--- config.mk ---
export PLATFORM = sky130hd
export DESIGN_NAME = led_sequencer
export DESIGN_NICKNAME = d
export VERILOG_FILES = /design/src/rtl/led_sequencer.sv
export SDC_FILE = /design/constraint.sdc
export NUM_CORES = 1
export LEC_CHECK = 0
export CORE_MARGIN = 8
export CORE_UTILIZATION = 35
export CTS_BUF_LIST = sky130_fd_sc_hd__clkbuf_8
export CTS_CLUSTER_DIAMETER = 100
export DETAILED_ROUTE_END_ITERATION = 8
export HOLD_SLACK_MARGIN = 0.08
export PLACE_DENSITY = 0.6
export SETUP_SLACK_MARGIN = 0.1
export SKIP_LAST_GASP = 1
export SLEW_MARGIN = 20
export SYNTH_ARGS = -nofsm -noshare
export SYNTH_HDL_FRONTEND = slang
export SYNTH_SLANG_ARGS = --single-unit
--- constraint.sdc ---
create_clock -name clk -period 1.96 [get_ports clk]
set_clock_uncertainty 0.05 [all_clocks]
set_input_delay 0.392 -clock clk [delete_from_list [all_inputs] [get_ports clk]]
set_output_delay 0.392 -clock clk [all_outputs]
set_load 0.05 [all_outputs]
--- src/rtl/led_sequencer.sv ---
// led_sequencer: four debounced buttons drive a gray/chase/bounce/hold LED pattern sequencer.
// Define LED_SEQ_PWM_EN to dim the LED bank with an 8-bit PWM of on-count PWM_DUTY.
module led_sequencer #(
  parameter int LOG2DELAY     = 22,
  parameter int DEBOUNCE_BITS = 16,
  parameter int PWM_DUTY      = 64
) (
  input  logic       clk,
  input  logic       rst,
  input  logic [3:0] btn,
  output logic [4:0] led,
  output logic       ledg,
  output logic       ledr,
  output logic [1:0] mode
);

  typedef enum logic [1:0] {GRAY = 2'd0, CHASE = 2'd1, BOUNCE = 2'd2, HOLD = 2'd3} mode_t;

  if (PWM_DUTY < 0 || PWM_DUTY > 255) begin : g_bad_duty
    $error("PWM_DUTY must fit in 8 bits");
  end

  logic [3:0]               sync1, sync2, deb, deb_d, press;
  logic [DEBOUNCE_BITS-1:0] stab_cnt [4];
  logic [LOG2DELAY-1:0]     presc;
  logic                     tick, advance;
  mode_t                    state, next_mode;
  logic [4:0]               step, step_adv, pattern, hold_pat, led_pat;
  logic                     run;

  always_ff @(posedge clk) begin
    if (rst) begin
      sync1 <= '0;
      sync2 <= '0;
    end else begin
      sync1 <= btn;
      sync2 <= sync1;
    end
  end

  // A new level is accepted only after it has differed from the debounced value for 2^DEBOUNCE_BITS samples in a row
  always_ff @(posedge clk) begin
    if (rst) begin
      deb   <= '0;
      deb_d <= '0;
      for (int i = 0; i < 4; i++) stab_cnt[i] <= '0;
    end else begin
      deb_d <= deb;
      for (int i = 0; i < 4; i++) begin
        if (sync2[i] == deb[i]) begin
          stab_cnt[i] <= '0;
        end else if (&stab_cnt[i]) begin
          deb[i]      <= sync2[i];
          stab_cnt[i] <= '0;
        end else begin
          stab_cnt[i] <= stab_cnt[i] + DEBOUNCE_BITS'(1);
        end
      end
    end
  end

  assign press = deb & ~deb_d;

  always_ff @(posedge clk) begin
    if (rst) presc <= '0;
    else     presc <= presc + LOG2DELAY'(1);
  end

  assign tick    = &presc;
  assign advance = (state != HOLD) && ((tick && run) || (press[2] && !run));

  always_comb begin
    step_adv = step + 5'd1;
    case (state)
      CHASE:   if (step >= 5'd4) step_adv = '0;
      BOUNCE:  if (step >= 5'd7) step_adv = '0;
      HOLD:    step_adv = step;
      default: step_adv = step + 5'd1;
    endcase
  end

  always_comb begin
    case (state)
      GRAY:    next_mode = CHASE;
      CHASE:   next_mode = BOUNCE;
      BOUNCE:  next_mode = HOLD;
      default: next_mode = GRAY;
    endcase
  end

  // Bounce walks the lit LED out to bit 4 and back over an 8-step cycle
  always_comb begin
    pattern = '0;
    case (state)
      GRAY:  pattern = step ^ (step >> 1);
      CHASE: pattern = 5'b00001 << step[2:0];
      BOUNCE: begin
        case (step[2:0])
          3'd0:    pattern = 5'b00001;
          3'd1:    pattern = 5'b00010;
          3'd2:    pattern = 5'b00100;
          3'd3:    pattern = 5'b01000;
          3'd4:    pattern = 5'b10000;
          3'd5:    pattern = 5'b01000;
          3'd6:    pattern = 5'b00100;
          default: pattern = 5'b00010;
        endcase
      end
      default: pattern = hold_pat;
    endcase
  end

  // Clear and mode both zero the step; clear wins over mode only for the held pattern
  always_ff @(posedge clk) begin
    if (rst) begin
      state    <= GRAY;
      step     <= '0;
      run      <= 1'b1;
      hold_pat <= '0;
      led_pat  <= '0;
      ledg     <= 1'b1;
      ledr     <= 1'b0;
    end else begin
      led_pat <= pattern;
      ledg    <= run;
      ledr    <= |deb;
      if (press[1]) run <= ~run;
      if (press[0]) state <= next_mode;
      if (press[3] || press[0]) step <= '0;
      else if (advance)         step <= step_adv;
      if (press[3] && (state == HOLD || (press[0] && state == BOUNCE))) hold_pat <= '0;
      else if (press[0] && state == BOUNCE)                             hold_pat <= pattern;
    end
  end

  assign mode = state;

`ifdef LED_SEQ_PWM_EN
  logic [7:0] pwm_cnt;
  logic       pwm_on;

  always_ff @(posedge clk) begin
    if (rst) pwm_cnt <= '0;
    else     pwm_cnt <= pwm_cnt + 8'd1;
  end

  assign pwm_on = {1'b0, pwm_cnt} < 9'(PWM_DUTY);
  assign led    = led_pat & {5{pwm_on}};
`else
  assign led = led_pat;
`endif

endmodule

==> results by stage <==
Job:
- The number of maximum-capacitance constraint violations is 0.

CTS:
- The number of clock sinks is 122.
- No sink is reached through more buffers than the 2 on the longest clock path.
- The clock-pin slew reported for the worst setup and hold paths after clock tree synthesis is 0.07 ns.
- CTS placed an instance of sky130_fd_sc_hd__clkbuf_8 at the clock tree root.
- At the later pin of the worst-skew pair, clock insertion delay measures around 0.43 ns.
- The number of clock buffers inserted by TritonCTS is 17.
- The clock tree synthesis step divided the H-tree into 4 levels.
- The clock tree from TritonCTS is built.
- In this run, post-CTS hold repair placed 0 buffers.

Synth:
- The top cell type's share of synthesized area is 0.328.
- By instance count, the leading cell after synthesis is sky130_fd_sc_hd__nor2_1.
- In the synthesized netlist the dominant register cell turns out to be sky130_fd_sc_hd__edfxtp_1.
- Counting flops with a built-in enable in the synthesized netlist gives 64.
- Dividing the synthesized area by the synthesized cell count gives 10.0 um2.
- In the post-synthesis netlist, the biggest area contributors are sky130_fd_sc_hd__edfxtp_1, sky130_fd_sc_hd__dfxtp_1, sky130_fd_sc_hd__nor2_1.
- The async set-or-reset flop fraction in the synthesized netlist is 0.
- The count of cell types in the netlist is 54.
- In this run, synthesis produced a sequential element count of approximately 120.
- The number of warnings printed during yosys synthesis is 0.
- The number of instances in the synthesized netlist is 586.
- The commonest cells after synthesis are sky130_fd_sc_hd__nor2_1, sky130_fd_sc_hd__edfxtp_1, sky130_fd_sc_hd__dfxtp_1.
- The biggest area contributor in the post-synthesis netlist is sky130_fd_sc_hd__edfxtp_1.
- The netlist area before placement is 5860 um2.
- The part of the Yosys area used for sequential elements is 0.526.

Timing:
- The maximum clock frequency is 537 MHz.
- The final worst-path cycle share is 0.950.
- The max-slew violation count is 0.
- The worst path needs approximately 1.9 ns of the cycle, external delays included.
- Setup repair after global routing could not meet its margin everywhere.
- Setup violations remaining at the end of the flow were counted as 0.
- For the final routed database, the setup TNS stands at 0 ns.
- The number of hold violations in the final report is 0.

Detailed routing:
- After detailed routing, the average wire length per cell comes to 11.7 um.
- The number of detailed-route iterations in the first pass is 5.
- The aggregate routed wire length is roughly 11000 um.
- The number of routed nets with antenna violations is 0.
- The detailed-route vias per instance is 4.66.
- The remaining design rule violation count is 0.
- The iteration-0 DRC count of the detailed router is 208.
- The routed layout has approximately 4400 vias.

Worst setup path:
- The largest fanout of any net on the critical path is 5.
- The number of cells on the worst reg-to-reg path is 5.
- The start of the worst register-to-register path is presc[2].
- The setup check on the worst reg-to-reg path leaves a slack of between 0.09 and 0.1 ns.
- The nature of the critical path startpoint is a flip-flop.
- The setup path with the least slack is of type flip-flop to flip-flop.
- The worst setup path is captured at a flip-flop.
- For the worst setup path, the data arrival time is 2.19 ns.
- The reg-to-reg endpoint is step[2].
- The endpoint required time on the critical path is 2.29 ns.

GRT:
- The initial antenna violation count came to 0.
- Summed over all layers, the global routing overflow is 0.
- The number of global-route vias before repair is 4308.
- The largest net degree at the start of global routing is just over 40.
- Across every metal layer, demand over resource in global routing totals 0.109.
- The first global-routing pass estimated around 19000 um of wire.

Worst hold path:
- The hold path startpoint is rst.
- The hold path depth is 3.
- The path category of the worst min-delay check is input port to flip-flop.
- The endpoint of the worst hold-timing path is mode[1].

Final layout:
- At the end of the flow, the number of nets in the layout was 734.
- The area growth from synthesis to layout is 26.1%.
- The share of layout cells above drive strength 1 is 0.172.
- The antenna diode count is 0.
- Counting the fill cells in the layout gives 1575.

Power and ir drop:
- In this run the power density over the cells is 736 nW/um2.
- Summed over all cells, the static leakage comes to roughly 2.7 nW.
- Overall power consumption after layout is estimated at 0.00544 W.
- The worst-case IR drop observed on VDD is 0.378 mV.

Placement:
- The final HPWL from detailed placement is 7840 um.
- The quantity of I/O buffers inserted on ports is 14.
- Routability-driven placement finished with a final weighted congestion of 0.801.

Floorplanning:
- The number of rows in the core area is 47.
- Measured along the y axis, the die boundary spans roughly 150 um.
- For this design the top-level I/O count stands at 15.
- Measured along the x axis, the die boundary spans 145 um.
- The initial utilization of the core area, before any placement, comes to 0.356.
- In this run the standard cell core region covers 16500 um2.
- The overall die area is between 20000 and 25000 um2.

Outcome:
- The flow ran to the end, and the final reports show no timing, DRC or antenna violations.
==> how the worst max path moves through the flow <==
stage,start,to,slack (ns)
3_3_place_gp,presc[0],step[2],0.11
2_1_floorplan,presc[0],step[2],0.08
5_1_grt,presc[2],step[2],0.03
4_1_cts,presc[0],step[2],0.11
6_report,presc[2],step[2],0.1
3_5_place_dp,stab_cnt[3][0],stab_cnt[3][5],0.05
==> timing repair <==
action                     in CTS  in global routing
cloned                          0                  1
setup endpoints to repair      20                 57
pin swaps                       5                 14
buffers inserted                3                 12
resized for setup              11                 43
==> worst max-delay path: stages (launching register included) <==
cell,delay [ns]
sky130_fd_sc_hd__dfxtp_1,0.46
sky130_fd_sc_hd__nand4_4,0.12
sky130_fd_sc_hd__or3_4,0.41
sky130_fd_sc_hd__o31a_1,0.28
sky130_fd_sc_hd__or3b_1,0.37
sky130_fd_sc_hd__a21oi_2,0.12
==> cell usage in the layout (no fill, tap or decap), types with 11 or more instances in the layout <==
cell type                    n
sky130_fd_sc_hd__inv_1      22
sky130_fd_sc_hd__nand4_1    18
sky130_fd_sc_hd__conb_1     64
sky130_fd_sc_hd__clkbuf_8   19
sky130_fd_sc_hd__buf_4      39
sky130_fd_sc_hd__a21oi_1    16
sky130_fd_sc_hd__xnor2_1    32
sky130_fd_sc_hd__nor3_1     11
sky130_fd_sc_hd__nand3_1    33
sky130_fd_sc_hd__nand2_1    42
sky130_fd_sc_hd__nor2_1    102
sky130_fd_sc_hd__xor2_1     40
sky130_fd_sc_hd__ha_1       17
sky130_fd_sc_hd__edfxtp_1   64
sky130_fd_sc_hd__nor2b_1    17
sky130_fd_sc_hd__dfxtp_1    47
==> where the power goes <==
part | switching, W | internal (W) | total, W
Clock | 0.000985 | 0.00144 | 0.00243
Combinational | 0.000109 | 0.0000863 | 0.000195
Sequential | 0.0000658 | 0.00275 | 0.00282
==> metal layers <==
layer	up-vias	track usage	wire length (um)
met5	-	0	0
met4	0	0.0573	210
met3	18	0.0286	367
met2	63	0.177	5380
met1	2081	0.130	5050
li1	2222	-	-
==> flip-flops by register name (all words and copies together) (netlist names) <==
signal    cells
presc        22
ledg          1
ledr          1
sync1         4
deb_d         4
deb           4
step          5
hold_pat      5
mode          2
run           1
stab_cnt     64
sync2         4
led           5
==> stage by stage <==
stage / worst slack, ns / cells / cell area [um2] / hold WS, ns / utilization
3_5_place_dp: 0.0518 / 893 / 6670 / 0.385 / 0.405
5_1_grt: 0.0285 / 941 / 7390 / 0.255 / 0.449
2_1_floorplan: 0.0793 / 649 / 6150 / 0.364 / -
6_report: 0.0985 / 941 / 7390 / 0.254 / 0.449
3_3_place_gp: 0.109 / 893 / 6670 / 0.369 / 0.405
4_1_cts: 0.111 / 928 / 7130 / 0.229 / 0.433
==> logic make-up (layout without fill, tap and decap cells) <==
kind of cell | count (synthesis) | after routing | synth area share
AOI/OAI and AO/OA | 49 | 49 | 0.0548
xor gates and xnor gates | 73 | 73 | 0.109
adders and majority gates | 20 | 20 | 0.0427
buffers and inverters | 35 | 107 | 0.0226
DFF | 122 | 122 | 0.526
muxes | 4 | 4 | 0.00704
other | 1 | 64 | 0.000640
and+or+nand+nor | 282 | 282 | 0.237
==> final cells by class <==
class,count,area [um2],area share
clock buffers,19,262,0.0354
clock inverters,13,173,0.0234
inverters,21,78.8,0.0107
multi-input cells,492,3070,0.415
flip-flops and latches,122,3100,0.420
well taps,220,275,0.0372
repair buffers,54,435,0.0589
(Power assumes the default switching activity.)
